`src/rtl/wfg_wishbone_master.sv`:
```
// Single-outstanding Wishbone classic initiator: one command in, one bus cycle out,
// one response (read data or timeout error) back on a valid/ready stream.
module wfg_wishbone_master #(
  parameter int unsigned BUSW           = 32,
  parameter int unsigned TIMEOUT_CYCLES = 255
) (
  input  logic              wb_clk_i,
  input  logic              wb_rst_i,
  input  logic              cmd_valid_i,
  output logic              cmd_ready_o,
  input  logic              cmd_we_i,
  input  logic [BUSW-1:0]   cmd_adr_i,
  input  logic [BUSW-1:0]   cmd_dat_i,
  input  logic [BUSW/8-1:0] cmd_sel_i,
  output logic              rsp_valid_o,
  input  logic              rsp_ready_i,
  output logic [BUSW-1:0]   rsp_dat_o,
  output logic              rsp_err_o,
  output logic              wbm_cyc_o,
  output logic              wbm_stb_o,
  output logic              wbm_we_o,
  output logic [BUSW/8-1:0] wbm_sel_o,
  output logic [BUSW-1:0]   wbm_adr_o,
  output logic [BUSW-1:0]   wbm_dat_o,
  input  logic              wbm_ack_i,
  input  logic [BUSW-1:0]   wbm_dat_i,
  output logic              busy_o
);

  localparam int unsigned SELW = BUSW / 8;
  localparam int unsigned CNTW = (TIMEOUT_CYCLES > 1) ? $clog2(TIMEOUT_CYCLES) : 1;
  localparam logic [CNTW-1:0] CNT_LAST = CNTW'((TIMEOUT_CYCLES > 0) ? TIMEOUT_CYCLES - 1 : 0);

  typedef enum logic [1:0] {IDLE, BUS, RSP} state_e;

  state_e            state_q;
  logic              cyc_q, stb_q, we_q;
  logic [SELW-1:0]   sel_q;
  logic [BUSW-1:0]   adr_q, dat_q;
  logic              rsp_valid_q, rsp_err_q;
  logic [BUSW-1:0]   rsp_dat_q;
  logic [CNTW-1:0]   cnt_q;
  logic              timeout_hit;

  // cnt_q counts completed stb cycles without ack, so it reads N-1 in the N-th stb cycle.
  assign timeout_hit = (TIMEOUT_CYCLES != 0) && (cnt_q == CNT_LAST);

  always_ff @(posedge wb_clk_i) begin
    if (wb_rst_i) begin
      state_q     <= IDLE;
      cyc_q       <= 1'b0;
      stb_q       <= 1'b0;
      we_q        <= 1'b0;
      sel_q       <= '0;
      adr_q       <= '0;
      dat_q       <= '0;
      rsp_valid_q <= 1'b0;
      rsp_dat_q   <= '0;
      rsp_err_q   <= 1'b0;
      cnt_q       <= '0;
    end else begin
      unique case (state_q)
        IDLE: begin
          if (cmd_valid_i) begin
            we_q    <= cmd_we_i;
            adr_q   <= cmd_adr_i;
            dat_q   <= cmd_dat_i;
            sel_q   <= cmd_sel_i;
            cyc_q   <= 1'b1;
            stb_q   <= 1'b1;
            cnt_q   <= '0;
            state_q <= BUS;
          end
        end
        BUS: begin
          // Ack takes priority over a coincident timeout.
          if (wbm_ack_i) begin
            cyc_q       <= 1'b0;
            stb_q       <= 1'b0;
            rsp_dat_q   <= we_q ? '0 : wbm_dat_i;
            rsp_err_q   <= 1'b0;
            rsp_valid_q <= 1'b1;
            state_q     <= RSP;
          end else if (timeout_hit) begin
            cyc_q       <= 1'b0;
            stb_q       <= 1'b0;
            rsp_dat_q   <= '0;
            rsp_err_q   <= 1'b1;
            rsp_valid_q <= 1'b1;
            state_q     <= RSP;
          end else begin
            cnt_q <= cnt_q + 1'b1;
          end
        end
        RSP: begin
          if (rsp_ready_i) begin
            rsp_valid_q <= 1'b0;
            state_q     <= IDLE;
          end
        end
        default: state_q <= IDLE;
      endcase
    end
  end

  assign cmd_ready_o = (state_q == IDLE) && !wb_rst_i;
  assign busy_o      = (state_q != IDLE);
  assign rsp_valid_o = rsp_valid_q;
  assign rsp_dat_o   = rsp_dat_q;
  assign rsp_err_o   = rsp_err_q;
  assign wbm_cyc_o   = cyc_q;
  assign wbm_stb_o   = stb_q;
  assign wbm_we_o    = we_q;
  assign wbm_sel_o   = sel_q;
  assign wbm_adr_o   = adr_q;
  assign wbm_dat_o   = dat_q;

endmodule

```
`config.mk`:
```
export PLATFORM = sky130hd
export DESIGN_NAME = wfg_wishbone_master
export DESIGN_NICKNAME = d
export VERILOG_FILES = /design/src/rtl/wfg_wishbone_master.sv
export SDC_FILE = /design/constraint.sdc
export NUM_CORES = 1
export LEC_CHECK = 0
export BUFFER_PORTS_ARGS = -buffer_cell sky130_fd_sc_hd__buf_2
export CAP_MARGIN = 20
export CORE_MARGIN = 5
export CORE_UTILIZATION = 44
export DETAILED_ROUTE_END_ITERATION = 8
export HOLD_SLACK_MARGIN = 0.1
export PLACE_DENSITY = 0.79
export SLEW_MARGIN = 15
export SYNTH_ARGS = -nofsm -noshare
export SYNTH_HDL_FRONTEND = slang
export SYNTH_SLANG_ARGS = --single-unit
```
`constraint.sdc`:
```
create_clock -name wb_clk_i -period 1.7 [get_ports wb_clk_i]
set_input_delay 0.425 -clock wb_clk_i [delete_from_list [all_inputs] [get_ports wb_clk_i]]
set_output_delay 0.425 -clock wb_clk_i [all_outputs]
set_load 0.01 [all_outputs]
```
# After elaboration in Yosys (flattened, before gate mapping)
# Index checks and enable logic that the tools add are counted.
# op_classes
add_sub_neg	1
n_eq_ne	8
mux	21
reduce_logical	13
# ops
cell	n
$mux W32	3
$mux W8	3
$pmux W8 S2	1
$reduce_and A3 Y1	3
$add A8 B1 Y8 const B	1
$eq A8 B8 Y1 const B	1
$mux W2	4
$ne A2 B2 Y1 const B	4
$reduce_bool A2 Y1	4
$mux W1	7
$pmux W2 S3	1
$pmux W1 S2	2
$reduce_and A2 Y1	2
$reduce_and A4 Y1	1
$ne A3 B3 Y1 const B	1
$eq A2 B1 Y1 const B	1
$eq A2 B2 Y1 const B	1
$logic_not A2 Y1	1
$logic_and A1 B1 Y1	1
$logic_not A1 Y1	1
# totals
ff_bits	114
in_bits	106
output_inout_bits	107
word_cells	53

# Longest topological paths before layout
# depth
ltp_word	4
ltp_mapped	7
ltp_nobuf	6

# Least setup slack after synthesis
# OpenSTA, ideal clock, no wires.
# synth_timing
kind	in2out
start	in wb_rst_i
end	out cmd_ready_o
t_arrival_ps	1081
required_time_ps	1275
slack_ps	194
stages	3
path_cell_list	clkbuf_1 clkbuf_1 nor2_1
# synth_via
elab_chain_cells	2
# synth_lines
element	line_no	rtl
start: declaration	8	input logic wb_rst_i,
$logic_not A1 Y1	106	assign cmd_ready_o = (state_q == IDLE) && !wb_rst_i;
$logic_and A1 B1 Y1	106	
end: declaration	10	output logic cmd_ready_o,
# Every way passes these cells.

# Worst setup path after layout
# layout_timing
start	reg state_q[1]
end	out cmd_ready_o
# layout_via
elab_chain_cells	2
# layout_lines
element	line_no	rtl
start: declaration	36	state_e state_q;
start signal: assignment	50	state_q <= IDLE;
start signal: assignment	72	state_q <= BUS;
start signal: assignment	83	state_q <= RSP;
$logic_not A2 Y1	106	
$logic_and A1 B1 Y1	106	
# Every way passes these cells.

==> results.md <==
- Overall die height: 105 um
- Synthesis-to-layout area growth: 44.5%
- R2R Path Start: cnt_q[0]
- Synth cell types: 35
- Row count: 34
- Routed via count: 3,948
- Die ar.: 11,100 um2
- Dpl ws: 0.109 ns
- Switching power: 1680 uW
- Post-Synthesis Cells: 450
- Unrepaired setup endpoints after global routing: true
- Maximum buffer depth of the clock tree: 2
- Synthesized flop and latch total: 114
- Crit-path slowest cell: dfxtp_4
- Crit path DAT: 1.22 ns
- CP max FO: 2
- Design Area, Final: 5790 um2
- CTS buffer count: 17
- First-pass GRT wire length: 18,400 um
- Tmin final: 1.64 ns
- Worst slew pin tran: 0.402 ns
- Count leader, synth: nand2_1
- Total grt overflow: 0
- Post-synth EDFFs: 0
- WL met3: 1170 um
- Top cells by area, synth: dfxtp_1 57%, nand2_1 14%, a21oi_1 9.6%
- FFs w/ async S/R, synth: 0
- CTS tree: done
- Max Slew Vio Count: 0
- Clock Root Buffer: clkbuf_8
- I/O pin count: 213
- Sequential share of power: 0.423
- Top layer in use: met4
- Share of cells above drive strength 1: 0.401
- Commonest cells in the netlist: 146 x nand2_1, 114 x dfxtp_1, 77 x a21oi_1
- Sw frac: 0.245
- CP top delay family: flip-flops
- Final setup vio count: 0
- Post-Syn Area: 4010 um2
- WL met1: 4800 um
- H-tree depth: 4
- Largest net degree at the start of global routing: 53
- Port buffer count: 212
- FF-to-FF End: rsp_dat_o[10]
- Global Route Usage Sum: 0.203
- R2R depth: 7
- Critical Path Sink Type: output port
- Pwr Density: 1180 nW/um2
- Post-synthesis sequential area ratio: 0.569
- Synth Area per Inst: 8.91 um2
- Hold EP: rsp_dat_o[21]
- CP Cell Sequence: nor2_4, inv_2, nor2_4, buf_6
- First DRT Iteration DRCs: 175
- WHS: 0.141 ns
- Final hold violations: 0
- Clock transition at path regs: 0.06 ns
- Worst Clk Skew: 0.00906 ns
- Crit path kind: flop to output port
- Comb power frac: 0.114
- Initial Util: 0.455
- WP data required: 1.27 ns
- Nets: 771
- Syn Nets: 558
- Worst-Skew Late Latency: 0.50 ns
- Worst R2R Setup Slack: 0.13 ns
- Most used DFF post-synth: dfxtp_1
- Clock power frac: 0.462
- Vias per cell: 5.04
- Slew margin rel.: 0.732
- CP max stage delay: 0.35 ns
- WL met2: 5420 um
- Final worst setup slack: 0.0571 ns
- Post-DP Area: 5200 um2
- Routed WL: 11,500 um
- Post-route DRC: 0
- Max Cap Violations: 0
- Utilization after layout: 0.657
- Ys Warns: 0
- Synth top area share: 0.569
- Core area: 8810 um2
- Post-route ant nets: 0
- HP Class: input pin to flop
- Post-CTS Hold Buffers: 0
- Post-DP HPWL: 8170 um
- First-pass DRT Iterations: 4
- Outcome: finished clean
- Clk sink count: 114
- Most used cell, CP: nor2_4
- Worst Path Buf+Inv: 2
- Final worst-path cycle share: 0.966
- GP Congestion: 0.829
- Hold depth: 2
- Antenna diodes: 0
- P_int: 5150 uW
- Synth area leader: dfxtp_1
- F_max: 609 MHz
- Leakage power: 0.00275 uW
- Hold Path Origin: wbm_dat_i[21]
- VDD IR max: 0.740 mV
- Number of global-route vias before repair: 3,786
- Initial antenna violation count: 0
- Drt wl/cell: 14.7 um
- Die extent in x: 105 um
- Fillers: 716
- Startpoint Class: flop
[state kept, by name (all words and copies together) (netlist names)]
| signal | cells |
|---|---|
| wbm_dat_o | 32 |
| wbm_we_o | 1 |
| state_q | 2 |
| cnt_q | 8 |
| rsp_err_o | 1 |
| rsp_valid_o | 1 |
| wbm_stb_o | 1 |
| wbm_sel_o | 4 |
| wbm_adr_o | 32 |
| rsp_dat_o | 32 |
[through the flow]
step | setup TNS [ns] | instances | power (uW)
after floorplan | 0 | 450 | 3340
after global placement | 0 | 749 | 3690
after detailed placement | 0 | 749 | 3710
after CTS | -0.0308 | 783 | 6900
after global routing | -0.0254 | 783 | 7160
final | 0 | 783 | 6830
[cell type report]
class | instances | area [um2] | area share
Clock buffer | 21 | 449 | 0.0776
Multi-Input combinational cell | 301 | 1580 | 0.273
Clock inverter | 10 | 86.3 | 0.0149
Timing Repair Buffer | 226 | 1230 | 0.213
Sequential cell | 114 | 2290 | 0.396
Inverter | 3 | 11.3 | 0.00195
Tap cell | 108 | 135 | 0.0233
[power groups by stage]
stage          combinational, uW  sequential [uW]  clock (uW)
3_3_place_gp                 750             2940           0
5_1_grt                      857             2910        3400
6_report                     779             2890        3160
3_5_place_dp                 766             2950           0
2_1_floorplan                322             3010           0
4_1_cts                      781             2890        3230
[kinds of logic after synthesis]
logic type | synth area share
AOI/OAI and AO/OA | 0.194
buffers and inverters | 0.0431
xor gates and xnor gates | 0.00219
and+or+nand+nor | 0.185
adders and majority gates | 0.00624
DFF | 0.569
[placed cells by master (no fill, tap or decap), types with 5 or more instances in the layout]
master,count
buf_2,211
nand2_1,145
dfxtp_1,112
a21oi_1,77
a22o_1,32
clkbuf_16,16
nand3_1,10
buf_4,9
clkinv_2,5
buf_12,5
[routing by layer]
metal	GRT usage	vias to the layer above
li1	-	1956
met1	0.233	1801
met2	0.341	179
met3	0.0856	12
met4	0.0703	0
met5	0	-
[how the worst max path moves through the flow]
stage | depth (start not counted) | from | end | slack (ns)
2_1_floorplan | 3 | wb_rst_i | cmd_ready_o | 0.19
3_3_place_gp | 5 | wbm_ack_i | cnt_q[4] | 0.16
3_5_place_dp | 5 | wbm_ack_i | cnt_q[4] | 0.11
4_1_cts | 4 | state_q[0] | cmd_ready_o | -0.03
5_1_grt | 4 | state_q[1] | cmd_ready_o | -0.03
6_report | 4 | state_q[1] | cmd_ready_o | 0.06
[repair_timing]
action | CTS | global route
setup buffers | 3 | 0
resized for setup | 8 | 3
pin swaps | 2 | 3
cloned | 0 | 0
endpoints found under the setup margin | 2 | 7
(Power assumes the default switching activity.)
